<file path="src/rtl/trng_pkg.sv">
// Shared constants, FSM state type and LFSR step function for the TRNG arbiter.
package trng_pkg;

  localparam int unsigned         LFSR_W          = 16;
  localparam logic [LFSR_W-1:0]   LFSR_RESET_SEED = 16'hACE1;
  // Feedback taps at bits 0, 2, 3 and 5.
  localparam logic [LFSR_W-1:0]   LFSR_TAPS       = 16'h002D;

  typedef enum logic [1:0] {
    ST_IDLE    = 2'd0,
    ST_FILL    = 2'd1,
    ST_DELIVER = 2'd2
  } trng_state_e;

  function automatic logic [LFSR_W-1:0] lfsr_next(input logic [LFSR_W-1:0] r);
    return {^(r & LFSR_TAPS), r[LFSR_W-1:1]};
  endfunction

endpackage

</file>
<file path="src/rtl/lfsr16.sv">
// 16-bit Fibonacci LFSR with seed load; an all-zero seed is replaced by the reset seed.
module lfsr16
  import trng_pkg::*;
(
  input  logic        clk,
  input  logic        reset_n,
  input  logic        step,
  input  logic        load,
  input  logic [15:0] load_val,
  output logic [15:0] q
);

  logic [LFSR_W-1:0] r_q, r_d;

  always_comb begin
    r_d = r_q;
    if (load) begin
      r_d = (load_val == '0) ? LFSR_RESET_SEED : load_val;
    end else if (step) begin
      r_d = lfsr_next(r_q);
    end
  end

  always_ff @(posedge clk or negedge reset_n) begin
    if (!reset_n) begin
      r_q <= LFSR_RESET_SEED;
    end else begin
      r_q <= r_d;
    end
  end

  assign q = r_q;

endmodule

</file>
<file path="src/rtl/trng_arbiter.sv">
// Round-robin arbiter handing out WORD_W-bit words drawn serially from a shared LFSR.
module trng_arbiter #(
  parameter int unsigned NREQ   = 4,
  parameter int unsigned WORD_W = 8
) (
  input  logic              clk,
  input  logic              reset_n,
  input  logic [NREQ-1:0]   req,
  output logic [NREQ-1:0]   grant,
  output logic [WORD_W-1:0] rnd_data,
  output logic              rnd_valid,
  input  logic              seed_load,
  input  logic [15:0]       seed_data,
  output logic              busy
);
  import trng_pkg::*;

  localparam int unsigned IDX_W = $clog2(NREQ);
  localparam int unsigned CNT_W = $clog2(WORD_W + 2);

  trng_state_e       state_q, state_d;
  logic [NREQ-1:0]   grant_q, grant_d;
  logic [IDX_W-1:0]  idx_q, idx_d;
  logic [IDX_W-1:0]  ptr_q, ptr_d;
  logic [CNT_W-1:0]  cnt_q, cnt_d;
  logic [WORD_W-1:0] data_q, data_d;

  logic [LFSR_W-1:0] lfsr_q;
  logic              lfsr_step;
  logic              lfsr_load;

  logic              hit_hi, hit_lo;
  logic [IDX_W-1:0]  idx_hi, idx_lo;
  logic [IDX_W-1:0]  rr_idx;

  lfsr16 u_lfsr (
    .clk      (clk),
    .reset_n  (reset_n),
    .step     (lfsr_step),
    .load     (lfsr_load),
    .load_val (seed_data),
    .q        (lfsr_q)
  );

  // Round-robin pick: lowest set bit at or above ptr, else lowest set bit overall.
  always_comb begin
    hit_hi = 1'b0;
    hit_lo = 1'b0;
    idx_hi = '0;
    idx_lo = '0;
    for (int unsigned j = 0; j < NREQ; j++) begin
      if (req[j] && (j >= 32'(ptr_q)) && !hit_hi) begin
        hit_hi = 1'b1;
        idx_hi = IDX_W'(j);
      end
      if (req[j] && !hit_lo) begin
        hit_lo = 1'b1;
        idx_lo = IDX_W'(j);
      end
    end
    rr_idx = hit_hi ? idx_hi : idx_lo;
  end

  // DELIVER spans two cycles: a settle cycle (cnt == WORD_W) then the valid cycle,
  // giving rnd_valid one cycle after edge k+1+WORD_W for a grant taken at edge k.
  always_comb begin
    state_d   = state_q;
    grant_d   = grant_q;
    idx_d     = idx_q;
    ptr_d     = ptr_q;
    cnt_d     = cnt_q;
    data_d    = data_q;
    lfsr_step = 1'b0;
    lfsr_load = 1'b0;
    rnd_valid = 1'b0;
    unique case (state_q)
      ST_IDLE: begin
        if (seed_load) begin
          lfsr_load = 1'b1;
        end else if (req != '0) begin
          grant_d = NREQ'(1'b1) << rr_idx;
          idx_d   = rr_idx;
          cnt_d   = '0;
          data_d  = '0;
          state_d = ST_FILL;
        end
      end
      ST_FILL: begin
        if (!req[idx_q]) begin
          grant_d = '0;
          state_d = ST_IDLE;
        end else begin
          lfsr_step = 1'b1;
          data_d    = data_q << 1;
          data_d[0] = lfsr_q[0];
          cnt_d     = cnt_q + 1'b1;
          if (cnt_q == CNT_W'(WORD_W - 1)) begin
            state_d = ST_DELIVER;
          end
        end
      end
      ST_DELIVER: begin
        if (cnt_q == CNT_W'(WORD_W)) begin
          cnt_d = cnt_q + 1'b1;
        end else begin
          rnd_valid = 1'b1;
          ptr_d     = (idx_q == IDX_W'(NREQ - 1)) ? '0 : idx_q + 1'b1;
          grant_d   = '0;
          state_d   = ST_IDLE;
        end
      end
      default: begin
        grant_d = '0;
        state_d = ST_IDLE;
      end
    endcase
  end

  always_ff @(posedge clk or negedge reset_n) begin
    if (!reset_n) begin
      state_q <= ST_IDLE;
      grant_q <= '0;
      idx_q   <= '0;
      ptr_q   <= '0;
      cnt_q   <= '0;
      data_q  <= '0;
    end else begin
      state_q <= state_d;
      grant_q <= grant_d;
      idx_q   <= idx_d;
      ptr_q   <= ptr_d;
      cnt_q   <= cnt_d;
      data_q  <= data_d;
    end
  end

  assign grant    = grant_q;
  assign rnd_data = data_q;
  assign busy     = (state_q != ST_IDLE);

endmodule

</file>
<file path="config.mk">
export PLATFORM = sky130hd
export DESIGN_NAME = trng_arbiter
export DESIGN_NICKNAME = d
export VERILOG_FILES = /design/src/rtl/trng_pkg.sv /design/src/rtl/lfsr16.sv /design/src/rtl/trng_arbiter.sv
export SDC_FILE = /design/constraint.sdc
export NUM_CORES = 1
export LEC_CHECK = 0
export CORE_UTILIZATION = 47
export CTS_CLUSTER_SIZE = 16
export DETAILED_ROUTE_END_ITERATION = 7
export GPL_TIMING_DRIVEN = 0
export PLACE_DENSITY = 0.73
export SLEW_MARGIN = 20
export SYNTH_ARGS = -nofsm -noshare
export SYNTH_HDL_FRONTEND = slang
export SYNTH_HIERARCHICAL = 1
export SYNTH_SLANG_ARGS = --single-unit
</file>
<file path="constraint.sdc">
create_clock -name clk -period 2 [get_ports clk]
set_input_delay 0.3 -clock clk [delete_from_list [all_inputs] [get_ports clk]]
set_output_delay 0.3 -clock clk [all_outputs]
set_load 0.02 [all_outputs]
</file>
==> results of run 1 <==
==> power by group through the flow <==
stage          Combinational, mW  Sequential, mW  Clock, mW
6_report                    1.90            1.40      0.543
4_1_cts                     1.85            1.40      0.557
3_5_place_dp                1.83            1.42          0
2_1_floorplan               1.25            1.45          0
3_3_place_gp                1.77            1.39          0
5_1_grt                     2.07            1.45      0.588
==> layer usage <==
| metal | vias to the layer above | track usage, % |
|---|---|---|
| met5 | - | 0 |
| met4 | 0 | 9.64 |
| met3 | 9 | 5.33 |
| met2 | 34 | 34.3 |
| met1 | 807 | 24.6 |
| li1 | 778 | - |
==> sequential cells by signal, summed over array words and instances, names as in the netlist <==
name and cells:
rnd_data 8, idx_q 2, state_q 2, u_lfsr/q 16, ptr_q 2, cnt_q 4, grant 4
==> path summary, 6_finish.rpt <==
path	startpoint	end	cells past startpoint
worst min-delay path	reset_n	rnd_data[7]	2
worst max-delay path	idx_q[1]	u_lfsr/q[7]	7
worst min register to register	grant[0]	grant[0]	1
max in group asynchronous	reset_n	u_lfsr/q[10]	3
min in group clk	grant[0]	grant[0]	1
worst max register to register	idx_q[1]	u_lfsr/q[7]	7
==> Yosys cell counts (all sizes together) (3+ instances only) <==
library cell  count
o211ai            3
mux2i            14
dfrtp            30
nor4              5
dfstp             8
ha                7
nand2b            3
inv              13
nand2            15
o21ai            16
a22o              9
and3              3
nor2              4
mux2              9
o22a              7
buf               6
==> area by class of cell <==
class | count | area share, %
buffer | 7 | 2.34
clock buffer | 7 | 3.30
clock inverter | 1 | 0.191
inverter | 13 | 1.87
multi-input combinational | 126 | 38.2
sequential | 38 | 36.7
tap | 50 | 2.39
timing repair buffer | 40 | 15.0
==> worst max-delay path, delay by kind of cell (launching register included) <==
kind | cells | cell delay, ns
AO/OA/AOI/OAI | 1 | 0.19
multiplexers | 2 | 0.85
AND/OR/NAND/NOR | 1 | 0.10
flip-flops | 1 | 0.40
buffers and inverters | 3 | 0.34
==> logic make-up (layout without fill, tap and decap cells) <==
group / count (synthesis) / after routing
muxes: 24 / 24
buffers and inverters: 20 / 68
DFF: 38 / 38
xor gates and xnor gates: 3 / 3
adders and majority gates: 7 / 7
and+or+nand+nor: 46 / 46
AOI/OAI and AO/OA: 46 / 46
==> what timing repair did <==
action / CTS / global route
gates resized for setup: 8 / 3
hold buffers: 1 / 0
setup buffers: 0 / 2
setup endpoints to repair: 11 / 3
pin swaps: 0 / 1
endpoints found under the hold margin: 12 / 0
==> run summary, run 1 <==
The worst setup path is launched from a flip-flop. The overall die area is 4630 um^2. The count of unique library cells instantiated by Yosys is 46. Across all layers, the routed design uses 1628 vias. The xor/xnor share of the synthesized area came out at 1.28%. The power share of the sequential group is 36.5%.

For this design, the sink count on the clock tree is 38. The pin count of the biggest net entering global routing came out at 27. The type of element capturing the critical path is a flip-flop.

The synthesized cell area is 2050 um^2. CTS placed an instance of clkbuf_8 at the clock tree root. The fraction of power spent switching nets came out at 37.2%.

The setup path with the least slack is of type flip-flop to flip-flop. The worst pin sits at a relative slew slack of 62.8%. Counting tap cells, the placed design contains a total of 271 instances. The placed wire-length estimate after detailed placement is 3300 um. The arithmetic-cell share of the synthesized area counting full adders, half adders and majority gates is 4.28%.

The net switching power came out at 1.43 mW. The number of enable-type register cells in the synthesized netlist came out at 0. The post-synthesis register bit count is 38. The worst path required time came out at 2.23 ns. The setup slack on the worst flop-to-flop path came out at 0.05 ns. The routability congestion estimate came out at 0.770. Walking the worst path, the cells encountered are mux4_2, nand2_4, inv_2, buf_6, buf_12, mux2_4, o22a_2.

The met2 layer wire length in the routed design came out at 2190 um. The run finished with clean final reports. Power spread over the standard cell area amounts to 1470 nW/um^2. Combinational logic is responsible for 49.4% of the overall power. The number of routed nets with antenna violations is 0.

The synthesized netlist net count is 214. Clock skew on the completed layout was measured at 0.00443 ns. The library cells used most frequently in the layout, excluding fill and tap cells, are dfrtp_1, clkdlybuf4s50_1, o21ai_0, nand2_1, mux2i_1. The area fraction of the dominant cell type after synthesis came out at 36.7%. The completed layout was analyzed and its total power is 3.85 mW.

Among all stages on the critical path, the largest delay is contributed by mux4_2. By area the synthesized netlist is led by dfrtp_1, dfstp_2, mux2i_1. The TritonCTS clock tree is yes. The share of the core filled with cells is 64.0%. The share of synthesized area spent on multiplexers came out at 13.1%.

The buffer depth of the longest clock path is 2. After clock tree synthesis, the clock-pin slew on the worst setup and hold paths is 0.07 ns. The number of port buffers came out at 36. The number of levels the H-tree was split into came out at 2. The most used flip-flop cell after synthesis is dfrtp_1.

In the final layout, the multi-input gates occupy 998 um^2. The layout net count came out at 261. The die span in x is 68.0 um. The final hold slack is 0.431 ns. The fmax came out at 513 MHz. The post-route cell area is 2620 um^2.

The critical path's largest stage delay came out at 0.56 ns. The count of unresolved DRC violations after routing came out at 0. The proportion of power drawn by the clock network is 14.1%. The path type of the worst min-delay path is input pin to async pin. 0 antenna diodes ended up in the layout.

The final critical-path required period is 1.95 ns. The summed negative setup slack over all endpoints is 0 ns. The total count of max-transition violations in the final report was 0. The detailed router used layers up to and including met4. The most common cell after layout, fill and taps aside is dfrtp_1. The post-detailed-routing wire length is 4440 um. The highest fanout seen on the critical path came out at 10. Setup violations remaining at the end of the flow were counted as 0. The combinational family with the most area after synthesis is compound AO/OA/AOI/OAI gates. The internal portion of the total power is 2.42 mW. The arrival time at the worst endpoint came out at 2.17 ns. The initial utilization of the core area, before any placement, comes to 50.1%. The ratio of cells with drive above 1 in the final layout is 21.6%.

The sequential area share after synthesis is 46.9%. The vertical extent of the die is 68.0 um. After Yosys synthesis, and, or, nand and nor cells account for 12.5% of the synthesized area. The count of standard-cell rows is 23. The number of detailed-route iterations in the first pass came out at 4.

The overall fraction of global-route tracks in use is 20.6%. The starting DRC count in detailed routing came out at 73. The cell taking the most area after synthesis is dfrtp_1. The clock buffer count from CTS came out at 5. The final hold violation count is 0. The routed wire length on met3 is 163 um. At the later pin of the worst-skew pair, clock insertion delay measures 0.29 ns.

The largest vdd supply drop came out at 0.695 mV. Synthesis produced 184 cells. The slew of the pin with the lowest slew margin came out at 0.552 ns.

The average wire length per cell after detail routing is 15.7 um. The final cell count without fillers is 282. Timing analysis after detailed placement gives a worst setup slack of -0.425 ns. The filler cell count in the final layout is 325. The post-place instance area came out at 2490 um^2. The number of warnings issued by yosys is 6. The initial antenna violation count was 0.

The flip-flop and latch area is 961 um^2. Of the available clock period, the critical path in the final layout requires 97.4%. A synthesized cell averages 11.1 um^2.

The area growth from synthesis to layout came out at 27.7%. The core area is 4090 um^2. The static leakage power came out at 1.13 nW. The global-route congestion overflow total came out at 0. Counting flops with an async set or reset pin after synthesis yields a share of 100%. The via density per instance is 5.77. The number of global-route vias before repair came to 1602.

The final worst setup slack came out at 0.0525 ns. The synthesized-area fraction occupied by ao, oa, aoi and oai cells is 16.8%. The max-cap check violation count came out at 0. The met1 wire length is 2000 um. During I/O placement, the number of pins put on the boundary was 37.

The first global-routing pass estimated 7070 um of wire.
Note: power is estimated with default switching activity, not from simulation.
==> inputs of run 2 (changes only) <==
Settings changed: CORE_UTILIZATION 47 to 56, CTS_CLUSTER_DIAMETER from default to 150, PLACE_DENSITY 0.73 to 0.81.
Clock period 2 ns to 2.3 ns, I/O delays scaled along.
==> run 2 against run 1 <==
Non-clock buffer count fell by 2. Clock skew is 0.00084 ns lower. Global-route usage increased by 3.8 points. Clock power fell by 32%. Wire length fell by 0.52%. Count of clock-buffer cells in the layout fell by 1. Worst setup slack better by 0.14 ns. Critical path type is now input pin to flip-flop. Highest routed layer unchanged.
==> run summary, run 2 (synthesis results as in run 1) <==
The path type of the worst min-delay path is input pin to async pin (unchanged). The buffer depth of the longest clock path is 2 (unchanged). The post-detailed-routing wire length came out at 4420 um (was 4440 um).

The summed negative setup slack over all endpoints is 0 ns (unchanged). The worst-case clock skew is 0.00358 ns (was 0.00443 ns). The slew of the pin with the lowest slew margin is 0.526 ns (was 0.552 ns). The number of top-level design ports came out at 37 (unchanged). The clock sink total is 38 (unchanged). The worst path required time was 2.59 ns (was 2.23 ns). The initial antenna violation count was 0 (unchanged).

The static leakage power is 1.10 nW (was 1.13 nW). The cell family with the largest share of critical-path delay is buffers and inverters (was multiplexers). The clock buffer count from CTS came out at 5 (unchanged).

The setup slack on the worst flop-to-flop path came to 0.28 ns (was 0.05 ns). The initial standard-cell utilization of the core was 60.0% (was 50.1%). The clock-pin slew of the registers on the worst-case setup and hold paths came to 0.11 ns (was 0.07 ns).

The count of standard-cell rows is 21 (was 23). The number of port buffers came out at 36 (unchanged). Setup repair after global routing left no endpoint under its margin. The ratio of cells with drive above 1 in the final layout is 20.0% (was 21.6%). The number of diodes added for antenna fixing was 0 (unchanged). The filler cell count in the final layout was 249 (was 325).

The fmax came out at 475 MHz. The global-route wire length before repair came out at 7460 um (was 7070 um). The fraction of met1 tracks used by global routing is 28.3% (was 24.6%). Crit-path cells: clkdlybuf4s50_1, mux4_2, nand2_1, inv_2, buf_6, buf_8, mux2_4, o22a_2 (was mux4_2, nand2_4, inv_2, buf_6, buf_12, mux2_4, o22a_2). The global-route congestion overflow total is 0 (unchanged). The area growth from synthesis to layout came out at 24.8% (was 27.7%). The final hold violation count came out at 0 (unchanged).

Most frequent cells in the layout: clkdlybuf4s50_1, dfrtp_1, nand2_1, o21ai_0, mux2i_1 (was dfrtp_1, clkdlybuf4s50_1, o21ai_0, nand2_1, mux2i_1). The number of detailed-route iterations in the first pass came to 4 (unchanged). The pin count of the biggest net entering global routing is 32 (was 27). The final cell count without fillers is 276 (was 282).

The routability congestion estimate is 0.863 (was 0.770). The total power density per cell area came to 1250 nW/um^2 (was 1470 nW/um^2). The worst slew slack as a fraction of its limit is 64.7% (was 62.8%). The buffering stage count on the worst path with inverters included is 4 (was 3). The largest vdd supply drop is 0.782 mV (was 0.695 mV). The arrival time at the worst endpoint is 2.39 ns (was 2.17 ns). The via density per instance is 5.88 (was 5.77). The critical path start-end classification is input pin to flip-flop (was flip-flop to flip-flop). Status: complete, no violations (unchanged).

The total chip power is 3.19 mW (was 3.85 mW). The final critical-path required period came out at 2.11 ns. The busiest metal layer after global routing is met2 (unchanged). The flip-flop count of the largest register, all copies and words added came out at 16 (unchanged). The type of element capturing the critical path is a flip-flop (unchanged). The global routing met2 resource utilization came out at 42.9% (was 34.3%). The average wire length per cell after detail routing came out at 16.0 um (was 15.7 um). The starting DRC count in detailed routing is 74 (was 73). The worst slack at placement came out at -0.146 ns (was -0.425 ns). The number of routed nets with antenna violations is 0 (unchanged). The number of levels the H-tree was split into came out at 2 (unchanged). The standard cell with the maximum stage delay on the critical path is mux4_2 (unchanged). The layout net count is 259 (was 261). The buffers inserted during post-CTS setup optimization is 0 (unchanged). The total number of vias was 1622 (was 1628). The overall die area is 3900 um^2 (was 4630 um^2). The number of global-route vias before repair came to 1643 (was 1602). The final hold slack came out at 0.379 ns (was 0.431 ns). The critical path's largest stage delay is 0.52 ns (was 0.56 ns). The count of unresolved DRC violations after routing was 0 (unchanged).

The latest clock arrival within the worst-skew pair came out at 0.34 ns (was 0.29 ns). The total count of max-transition violations in the final report came out at 0 (unchanged). The overall fraction of global-route tracks in use came to 24.4% (was 20.6%). The core area is 3420 um^2 (was 4090 um^2). The highest fanout seen on the critical path came to 10 (unchanged). The most common cell after layout, fill and taps aside is clkdlybuf4s50_1 (was dfrtp_1). The root buffer cell is clkbuf_4 (was clkbuf_8). The total setup violations reported at the end of the flow is 0 (unchanged). The max-cap check violation count is 0 (unchanged).

The start point of the critical path is req[3] (was idx_q[1]). The met3 usage came out at 6.20% (was 5.33%). The period utilization is 91.6%. The TritonCTS clock tree was yes (unchanged). The placed wire-length estimate after detailed placement was 3340 um (was 3300 um). The kind of start point of the critical path was an input pin (was flip-flop). The die span in x came out at 62.5 um (was 68.0 um). The launch instance of the worst register-to-register path was idx_q[1] (unchanged). The final worst setup slack is 0.194 ns (was 0.0525 ns). The vertical extent of the die came out at 62.5 um (was 68.0 um). The placed instance count came to 267 (was 271).
-- run 2: changes by cell type in the layout (fill, tap and decap cells not counted), sizes merged --
cell and delta:
dlygate4sd2 -5, buf -2, dlymetal6s2s +1, clkdlybuf4s50 +4
clkbuf -1, clkinvlp +1
-- run 2: layout make-up --
type,instances,area [um^2],area share [%]
buffer,7,56.3,2.20
clock inverter,2,12.5,0.489
clock buffer,6,51.3,2.01
sequential,38,961,37.6
inverter,13,48.8,1.91
tap,46,57.6,2.25
timing repair buffer,38,387,15.1
multi-input combinational,126,982,38.4
-- run 2: power by group --
| group | internal [mW] | switching [mW] |
|---|---|---|
| logic | 0.818 | 0.785 |
| registers | 1.00 | 0.209 |
| clock network | 0.147 | 0.224 |
| total | 1.97 | 1.22 |
-- run 2: path summary, 6_finish.rpt --
check,end,cells after the start
max reg2reg,u_lfsr/q[7],7
min,u_lfsr/q[4],2
max in group asynchronous,u_lfsr/q[10],3
min in group clk,grant[0],1
max,u_lfsr/q[7],8
min reg2reg,grant[0],1
-- run 2: repair_timing --
| item | 4_1_cts | 5_1_grt |
|---|---|---|
| endpoints found under the setup margin | 1 | 1 |
| hold buffers | 1 | 0 |
| resized for setup | 1 | 1 |
| hold endpoints to repair | 3 | 0 |
-- run 2: routing by layer --
layer / share of wire [%] / wire length, um
met1: 44 / 1920
met2: 51 / 2260
met3: 3.8 / 166
met4: 1.5 / 66
met5: 0 / 0
-- run 2: through the flow --
stage | instance area [um^2] | utilization, %
after floorplan | 2050 | -
after global placement | 2470 | 72.2
after detailed placement | 2480 | 72.6
after CTS | 2550 | 74.8
after global routing | 2560 | 74.8
final | 2560 | 74.8
-- run 2: worst register-to-register path: stages, from the launching register on --
cell,delay (ns)
dfrtp_1,0.42
mux4_2,0.52
nand2_1,0.16
inv_2,0.07
buf_6,0.14
buf_8,0.15
mux2_4,0.30
o22a_2,0.19
